[src/rtl/div255_pkg.sv]
// -----------------------------------------------------------------------------
// div255_pkg
//   Shared definitions for the divide-by-255 host controller:
//   - state_t        : controller FSM states
//   - HOLD_CYC_DEF   : default cycles each load/read phase is held on the bus
//   - WAIT_CYC_DEF   : default idle cycles between load and read
//   - DIVISOR        : the fixed divisor implemented by the external divider
// -----------------------------------------------------------------------------
package div255_pkg;

    typedef enum logic [2:0] {
        IDLE,
        LD_HI,
        LD_LO,
        COMPUTE,
        RD_HI,
        RD_LO,
        DONE
    } state_t;

    localparam int unsigned HOLD_CYC_DEF = 10;
    localparam int unsigned WAIT_CYC_DEF = 10;
    localparam int unsigned DIVISOR      = 255;

endpackage

[src/rtl/div255_phase_timer.sv]
// -----------------------------------------------------------------------------
// div255_phase_timer
//   8-bit down-counter that times one FSM phase. Loading a value N makes
//   done assert on the N-th cycle after the load edge, i.e. on the last cycle
//   of an N-cycle phase. The counter parks at zero when not reloaded.
// Ports:
//   clk   : rising-edge clock
//   rst   : synchronous active-high reset (count cleared)
//   load  : reload the counter with value on this edge
//   value : phase length in cycles (1..255)
//   done  : high on the final cycle of the current phase
// -----------------------------------------------------------------------------
module div255_phase_timer (
    input  logic       clk,
    input  logic       rst,
    input  logic       load,
    input  logic [7:0] value,
    output logic       done
);

    logic [7:0] count;

    always_ff @(posedge clk) begin
        if (rst) begin
            count <= '0;
        end else if (load) begin
            count <= value;
        end else if (count != '0) begin
            count <= count - 8'd1;
        end
    end

    assign done = (count == 8'd1);

endmodule

[src/rtl/div255_host.sv]
// -----------------------------------------------------------------------------
// div255_host
//   Host-side sequencer for an external divide-by-255 unit. Accepts a 32-bit
//   dividend, presents it to the divider as two 16-bit halves (flg1/flg2
//   strobes), waits for the divider to settle, reads back the quotient halves
//   (flg3/flg4 strobes) and offers the 32-bit quotient on a valid/ready port.
// Parameters:
//   HOLD_CYC : cycles each load/read phase is held on the bus (1..255)
//   WAIT_CYC : idle cycles between load and read (0..255, 0 skips COMPUTE)
// Ports:
//   clk, rst            : clock, synchronous active-high reset
//   in_valid/in_ready   : operand handshake, in_data = dividend
//   x                   : data bus to divider
//   flg1..flg4          : load-MSB, load-LSB, read-MSB, read-LSB strobes
//   y                   : quotient half returned by the divider
//   out_valid/out_ready : result handshake
//   quot                : quotient {MSB half, LSB half}
//   rem                 : remainder
// Configuration:
//   DIVISOR-remainder output is built only when DIV255_HOST_REM_EN is
//   defined; otherwise rem is tied to zero.
// -----------------------------------------------------------------------------
module div255_host
    import div255_pkg::*;
#(
    parameter int unsigned HOLD_CYC = HOLD_CYC_DEF,
    parameter int unsigned WAIT_CYC = WAIT_CYC_DEF
) (
    input  logic        clk,
    input  logic        rst,
    input  logic        in_valid,
    output logic        in_ready,
    input  logic [31:0] in_data,
    output logic [15:0] x,
    output logic        flg1,
    output logic        flg2,
    output logic        flg3,
    output logic        flg4,
    input  logic [15:0] y,
    output logic        out_valid,
    input  logic        out_ready,
    output logic [31:0] quot,
    output logic [7:0]  rem
);

    localparam logic [7:0] HOLD_LD = 8'(HOLD_CYC);
    localparam logic [7:0] WAIT_LD = 8'(WAIT_CYC);

    state_t      state;
    logic [31:0] opnd;
    logic        t_load;
    logic [7:0]  t_value;
    logic        t_done;
    logic        accept;

    assign accept = in_valid && in_ready;

    div255_phase_timer u_timer (
        .clk   (clk),
        .rst   (rst),
        .load  (t_load),
        .value (t_value),
        .done  (t_done)
    );

    // Timer reload on every state entry, with the length of the state entered.
    always_comb begin
        t_load  = 1'b0;
        t_value = HOLD_LD;
        case (state)
            IDLE:    t_load = accept;
            LD_HI:   t_load = t_done;
            LD_LO: begin
                t_load = t_done;
                if (WAIT_CYC != 0) t_value = WAIT_LD;
            end
            COMPUTE: t_load = t_done;
            RD_HI:   t_load = t_done;
            default: t_load = 1'b0;
        endcase
    end

    always_ff @(posedge clk) begin
        if (rst) begin
            state     <= IDLE;
            opnd      <= '0;
            x         <= '0;
            flg1      <= 1'b0;
            flg2      <= 1'b0;
            flg3      <= 1'b0;
            flg4      <= 1'b0;
            in_ready  <= 1'b1;
            out_valid <= 1'b0;
            quot      <= '0;
        end else begin
            case (state)
                IDLE: begin
                    if (accept) begin
                        opnd     <= in_data;
                        x        <= in_data[31:16];
                        flg1     <= 1'b1;
                        in_ready <= 1'b0;
                        state    <= LD_HI;
                    end
                end
                LD_HI: begin
                    if (t_done) begin
                        x     <= opnd[15:0];
                        flg1  <= 1'b0;
                        flg2  <= 1'b1;
                        state <= LD_LO;
                    end
                end
                LD_LO: begin
                    if (t_done) begin
                        flg2 <= 1'b0;
                        if (WAIT_CYC == 0) begin
                            flg3  <= 1'b1;
                            state <= RD_HI;
                        end else begin
                            state <= COMPUTE;
                        end
                    end
                end
                COMPUTE: begin
                    if (t_done) begin
                        flg3  <= 1'b1;
                        state <= RD_HI;
                    end
                end
                RD_HI: begin
                    if (t_done) begin
                        quot[31:16] <= y;
                        flg3        <= 1'b0;
                        flg4        <= 1'b1;
                        state       <= RD_LO;
                    end
                end
                RD_LO: begin
                    if (t_done) begin
                        quot[15:0] <= y;
                        flg4       <= 1'b0;
                        out_valid  <= 1'b1;
                        state      <= DONE;
                    end
                end
                DONE: begin
                    if (out_ready) begin
                        out_valid <= 1'b0;
                        in_ready  <= 1'b1;
                        state     <= IDLE;
                    end
                end
                default: state <= IDLE;
            endcase
        end
    end

`ifdef DIV255_HOST_REM_EN
    logic [7:0] rem_q;
    logic [7:0] rem_nxt;

    // Low byte of (q<<8)-q depends only on q[7:0] and equals -q[7:0];
    // q[7:0] is y[7:0] on the RD_LO capture cycle.
    always_comb begin
        rem_nxt = opnd[7:0] - (8'h00 - y[7:0]);
    end

    always_ff @(posedge clk) begin
        if (rst) begin
            rem_q <= '0;
        end else if (state == RD_LO && t_done) begin
            rem_q <= rem_nxt;
        end
    end

    assign rem = rem_q;
`else
    assign rem = '0;
`endif

endmodule

[config.mk]
export PLATFORM = sky130hd
export DESIGN_NAME = div255_host
export DESIGN_NICKNAME = d
export VERILOG_FILES = /design/src/rtl/div255_pkg.sv /design/src/rtl/div255_phase_timer.sv /design/src/rtl/div255_host.sv
export SDC_FILE = /design/constraint.sdc
export NUM_CORES = 1
export LEC_CHECK = 0
export ABC_CLOCK_PERIOD_IN_PS = 1830
export BUFFER_PORTS_ARGS = -buffer_cell sky130_fd_sc_hd__buf_4
export CORE_UTILIZATION = 50
export DETAILED_ROUTE_END_ITERATION = 8
export GPL_TIMING_DRIVEN = 0
export PLACE_DENSITY_LB_ADDON = 0.15
export SLEW_MARGIN = 10
export SYNTH_ARGS = -nofsm -noshare
export SYNTH_HDL_FRONTEND = slang
export SYNTH_SLANG_ARGS = --single-unit
[constraint.sdc]
create_clock -name clk -period 1.83 [get_ports clk]
set_input_delay 0.183 -clock clk [delete_from_list [all_inputs] [get_ports clk]]
set_output_delay 0.183 -clock clk [all_outputs]
set_load 0.01 [all_outputs]
==> impl_metrics.json, run 1 <==
{
  "outcome": "finished, violations left",
  "violations": "design-rule violations",
  "rows": 29,
  "slew-limit-headroom_pct": 50.0,
  "multiInputGateArea_mm2": 0.00162,
  "dieWidth_um": 83.8,
  "ys_async_sr_fraction_pct": 0,
  "num-nets-final": 571,
  "cts_buffers": 9,
  "synth-edff-count": 0,
  "drc": 6,
  "viasPerCell": 5.32,
  "grt_pass1_wl_um": 13700,
  "power.density_mw_per_mm2": 1180,
  "cts_buffer_depth": 2,
  "io_pins": 114,
  "netSwitchingPower_mw": 1.76,
  "grt.overflow.total": 0,
  "hold_start": "in_data[5]",
  "grt_pass1_vias": 2926,
  "die_area_mm2": 0.00702,
  "ant_nets": 0,
  "pwr-share-comb_pct": 32.6,
  "ys_warn_count": 0,
  "yosys_register_bits": 81,
  "finalCriticalPeriod_ps": 1730,
  "p_clk_share_pct": 27.0,
  "synth_cell_type_count": 47,
  "min_path_cells": 3,
  "start_util_pct": 52.1,
  "dp_cells": 577,
  "dpl_worst_slack_ps": -176,
  "end_kind": "flop",
  "cts.clk_slew.worst_paths_ps": 80,
  "syn_to_final_growth_pct": 39.2,
  "die_height_um": 83.8,
  "ff2ff_path_depth": 6,
  "layout-drive-gt1-share_pct": 33.5,
  "io_buffers": 105,
  "whs_endpoint": "opnd[5]$_SDFFE_PP0P_",
  "fin_cells": 599,
  "yosysSeqAreaShare_pct": 48.5,
  "ir_worst_vdd_uv": 631,
  "antenna_cells": 0,
  "avgRoutedWirePerCell_um": 14.8,
  "netlist_top_cells_area": "dfxtp_1, nand2_1, a21oi_1",
  "worst_slew_pin_slew_ps": 749,
  "setup_ws_ps": 96.1,
  "core_mm2": 0.00642,
  "period_share_pct": 94.7,
  "fill_cells": 500,
  "netlist.area_leader.share_pct": 48.5,
  "required_ps": 2080,
  "drt_iter0_drc": 162,
  "syn-mean-instance-area_um2": 8.62,
  "routed_wirelength_um": 8880,
  "clock_sinks": 81,
  "dpl.hpwl_um": 6100,
  "seq_power_share_pct": 40.3,
  "grt_max_degree": 14,
  "internal_power_mw": 3.71,
  "syn_area_mm2": 0.00335,
  "r2r-end": "u_timer.count[7]$_SDFFE_PP0P_",
  "whs_ps": 68.7,
  "max_freq_mhz": 577,
  "antenna_found_initial": 0,
  "final.setup_skew_ps": 6.32,
  "regArea_mm2": 0.00162,
  "power.leakage_nw": 1.95,
  "final_common_cell": "buf_4",
  "crit_arrival_ps": 1980,
  "yosys.area.top_type": "dfxtp_1",
  "reg2reg_slack_ps": 100,
  "reg2reg_from": "u_timer.count[0]$_SDFFE_PP0P_",
  "hp-class": "in -> reg",
  "path_max_fanout": 4,
  "setup_violations": 0,
  "fin_tns_setup_ps": 0,
  "layout_common_cells": "buf_4, nand2_1, dfxtp_1",
  "cap_violations": 0,
  "grt.total_usage_pct": 24.9,
  "clockRootBuffer": "clkbuf_8",
  "synth_top_flop_cell": "dfxtp_1",
  "place_congestion": 0.929,
  "htree_levels": 3,
  "netlist_instances": 388,
  "cp-start-kind": "flop",
  "swShare_pct": 32.2,
  "dr_total_vias": 3185,
  "cts_hold_buffers": 0,
  "final_max_slew_viol_count": 0,
  "drt-pass1-iter-count": 6,
  "path_class": "reg -> reg",
  "cts_tree": "yes",
  "worstSkewPairLatency_ps": 360,
  "final_hold_viol_count": 0
}
power by group through the flow:
| stage | Sequential, mW | Clock (mW) | Combinational (mW) |
|---|---|---|---|
| floorplan | 2.22 | 0 | 1.01 |
| global placement | 2.21 | 0 | 1.47 |
| detailed placement | 2.22 | 0 | 1.50 |
| CTS | 2.19 | 1.50 | 1.62 |
| global route | 2.24 | 1.57 | 1.94 |
| finish | 2.21 | 1.48 | 1.79 |
worst max-delay path, cell delays in order (launching register included):
cell and delay [ps]:
dfxtp_1 340, inv_1 100, ha_1 220, or3b_2 530
nor2_4 170, a2111o_1 210, nor2_1 70
final cells by class:
cell class	count	area share [%]
multi-input combinational	274	34.7
timing repair buffer	112	18.1
sequential	81	34.8
inverter	5	0.403
buffer	34	4.94
tap	77	2.07
clock inverter	5	1.67
clock buffer	11	3.25
cell usage after synthesis, types with 2 or more instances:
master / number
a21oi_1: 69
a31oi_1: 2
and4_1: 2
buf_2: 7
buf_4: 11
buf_6: 3
clkbuf_1: 12
dfxtp_1: 81
ha_1: 2
inv_1: 5
mux2i_1: 17
nand2_1: 99
nand3_1: 3
nor2_1: 11
nor3_1: 5
nor4_1: 2
o21ai_0: 4
o31a_1: 2
o31ai_1: 17
or3b_2: 2
xnor2_1: 5
xor2_1: 2
logic make-up after synthesis:
group | share of synthesized area, %
buf+inv | 7.14
simple gates | 18.8
fa+ha+maj | 0.748
other cells | 0.112
compound gates | 17.8
xor+xnor | 1.83
flops | 48.5
mux | 5.09
stage by stage:
| stage | util, % | total power [mW] | instance area (µm²) |
|---|---|---|---|
| after floorplan | - | 3.23 | 3370 |
| after global placement | 66.3 | 3.68 | 4260 |
| after detailed placement | 66.3 | 3.72 | 4260 |
| after CTS | 70.4 | 5.31 | 4520 |
| after global routing | 72.5 | 5.75 | 4660 |
| final | 72.5 | 5.48 | 4660 |
registers in the layout, summed over array words and instances, names as in the netlist:
name           flops
quot              32
flg1               1
in_ready           1
flg3               1
flg4               1
flg2               1
out_valid          1
x                 16
u_timer.count      8
opnd              16
state              3
routing by layer:
metal	share of wire [%]	up-vias	routed length (µm)	track usage, %
met3	6.9	25	609	6.03
met2	47	113	4200	39.0
met5	0	-	0	0
met4	3.2	0	284	13.3
li1	-	1565	-	-
met1	43	1482	3790	31.6
timing repair:
action                                  4_1_cts  5_1_grt
setup buffers                                 3        4
resized for setup                             5       28
endpoints found under the setup margin       40       52
pin swaps                                     2        0
hold endpoints to repair                      0        0
worst max-delay path by stage:
stage	slack (ps)	to	cells past startpoint	startpoint
CTS	10	quot[5]$_SDFFE_PP0P_	7	u_timer.count[1]$_SDFFE_PP0P_
floorplan	190	u_timer.count[1]$_SDFFE_PP0P_	6	u_timer.count[0]$_SDFFE_PP0P_
detailed placement	-180	quot[29]$_SDFFE_PP0P_	7	u_timer.count[1]$_SDFFE_PP0P_
global route	-4	x[9]$_SDFFE_PP0P_	9	u_timer.count[1]$_SDFFE_PP0P_
global placement	-120	quot[25]$_SDFFE_PP0P_	7	u_timer.count[1]$_SDFFE_PP0P_
finish	100	u_timer.count[7]$_SDFFE_PP0P_	6	u_timer.count[0]$_SDFFE_PP0P_
Power figures use the tool's default switching activity.
==> inputs of run 2 (changes only) <==
--- a/config.mk
+++ b/config.mk
@@ -11,6 +11,7 @@
 export DETAILED_ROUTE_END_ITERATION = 8
 export GPL_TIMING_DRIVEN = 0
 export PLACE_DENSITY_LB_ADDON = 0.15
+export SETUP_SLACK_MARGIN = 0.15
 export SLEW_MARGIN = 10
 export SYNTH_ARGS = -nofsm -noshare
 export SYNTH_HDL_FRONTEND = slang
==> impl_metrics.json, run 2 (synthesis gave the netlist of run 1 again) <==
{
  "grt_pass1_wl_um": 13900,
  "cap_violations": 0,
  "syn_to_final_growth_pct": 49.0,
  "p_total_mw": 5.82,
  "critical_path.cell_chain": "inv_2 -> ha_4 -> nor3b_4 -> buf_4 -> and3_4 -> buf_6 -> buf_6 -> o31ai_2 -> a21oi_1",
  "ir_worst_vdd_uv": 645,
  "dr_total_vias": 3392,
  "rows": 29,
  "drc": 6,
  "cts_tree": "yes",
  "critical_path.max_stage_delay_ps": 330,
  "slew-limit-headroom_pct": 53.6,
  "routed_wirelength_um": 9580,
  "fin_tns_setup_ps": 0,
  "clock_sinks": 81,
  "top_regs": "quot: 32 flops, opnd: 16 flops, x: 16 flops",
  "largest_register_ffs": 32,
  "reg2reg_from": "u_timer.count[1]$_SDFFE_PP0P_",
  "dp_cells": 577,
  "r2r-end": "x[7]$_SDFFE_PP0P_",
  "grt_max_degree": 14,
  "grt.overflow.total": 0,
  "whs_endpoint": "opnd[5]$_SDFFE_PP0P_",
  "slowest_stage": "dfxtp_2",
  "rsz0062_at_grt": "yes",
  "fin_cells": 621,
  "cts_buffers": 9,
  "hp-class": "in -> reg",
  "dieWidth_um": 83.8,
  "cts_buffer_depth": 2,
  "core_mm2": 0.00642,
  "layout-drive-gt1-share_pct": 40.3,
  "end_kind": "flop",
  "drt_iter0_drc": 164,
  "cts_hold_buffers": 0,
  "worstSkewPairLatency_ps": 360,
  "place_congestion": 0.929,
  "max_freq_mhz": 584,
  "final.setup_skew_ps": 4.45,
  "setup_ws_ps": 117,
  "htree_levels": 3,
  "final_max_slew_viol_count": 0,
  "cp_common_cell": "buf_6",
  "final_hold_viol_count": 0,
  "antenna_cells": 0,
  "num-nets-final": 593,
  "worst_slew_pin_slew_ps": 695,
  "worst-path-buf-inv": 4,
  "min_path_cells": 3,
  "start_util_pct": 52.1,
  "grt.total_usage_pct": 25.4,
  "avgRoutedWirePerCell_um": 15.4,
  "fill_cells": 448,
  "finalCriticalPeriod_ps": 1710,
  "ff2ff_path_depth": 9,
  "dpl_worst_slack_ps": -176,
  "outcome": "finished, violations left",
  "crit_arrival_ps": 2000,
  "cp_top_family": "buffers and inverters",
  "hold_start": "in_data[5]",
  "top_register": "quot",
  "ant_nets": 0,
  "io_buffers": 105,
  "final_common_cell": "buf_4",
  "violations": "design-rule violations",
  "multiInputGateArea_mm2": 0.00172,
  "power.leakage_nw": 2.12,
  "antenna_found_initial": 0,
  "grt_pass1_vias": 2987,
  "clockRootBuffer": "clkbuf_8",
  "path_max_fanout": 6,
  "power.density_mw_per_mm2": 1170,
  "regArea_mm2": 0.00162,
  "path_class": "reg -> reg",
  "drt-pass1-iter-count": 6,
  "dpl.hpwl_um": 6100,
  "setup_violations": 0,
  "required_ps": 2120,
  "die_height_um": 83.8,
  "io_pins": 114,
  "period_share_pct": 93.6,
  "final_util_pct": 77.6,
  "die_area_mm2": 0.00702,
  "reg2reg_slack_ps": 120,
  "viasPerCell": 5.46,
  "layout_common_cells": "buf_4, nand2_1, dfxtp_1",
  "cp-start-kind": "flop",
  "cts.clk_slew.worst_paths_ps": 80
}
[run 2: worst max-delay path by stage]
stage               depth (start not counted)                     startpoint                             to
floorplan                                   6  u_timer.count[0]$_SDFFE_PP0P_  u_timer.count[1]$_SDFFE_PP0P_
global placement                            7  u_timer.count[1]$_SDFFE_PP0P_          quot[25]$_SDFFE_PP0P_
detailed placement                          7  u_timer.count[1]$_SDFFE_PP0P_          quot[29]$_SDFFE_PP0P_
CTS                                         9  u_timer.count[1]$_SDFFE_PP0P_              x[9]$_SDFFE_PP0P_
global route                                9  u_timer.count[1]$_SDFFE_PP0P_           quot[2]$_SDFFE_PP0P_
finish                                      9  u_timer.count[1]$_SDFFE_PP0P_              x[7]$_SDFFE_PP0P_
[run 2: final cells by class]
type	instances	share of cell area, %
buffer	35	5.22
clock buffer	11	3.04
clock inverter	5	1.56
inverter	5	0.377
multi-input combinational	274	34.5
sequential	81	32.6
tap	77	1.93
timing repair buffer	133	20.8
[run 2: metal layers]
layer	track usage (%)	wire length, µm	share of wire [%]
met5	0	0	0
met4	13.5	284	3.0
met3	5.64	681	7.1
met2	39.9	4510	47
met1	32.5	4100	43
[run 2: repair_timing]
item	CTS	global route
setup endpoints to repair	69	70
pin swaps	4	17
gates resized for setup	22	50
endpoints found under the hold margin	0	0
setup buffers	12	14
cloned	1	1
[run 2: worst register-to-register path: cells and delay by family (launching register included)]
family | cells | cell delay [ps]
flip-flops | 1 | 330
AO/OA/AOI/OAI | 2 | 220
buffers and inverters | 4 | 520
AND/OR/NAND/NOR | 2 | 440
adder cells (fa/ha/maj) | 1 | 140
[run 2: power breakdown]
part           total, mW  internal (mW)  switching, mW
logic               2.11           1.11           1.00
registers           2.22           1.99          0.233
clock network       1.49          0.838          0.647
[run 2: per-stage QoR]
stage | hold WS (ps) | area [µm²]
finish | 67.4 | 4980
CTS | 59.5 | 4650
floorplan | 319 | 3370
global route | 68.2 | 4980
global placement | 431 | 4260
detailed placement | 439 | 4260
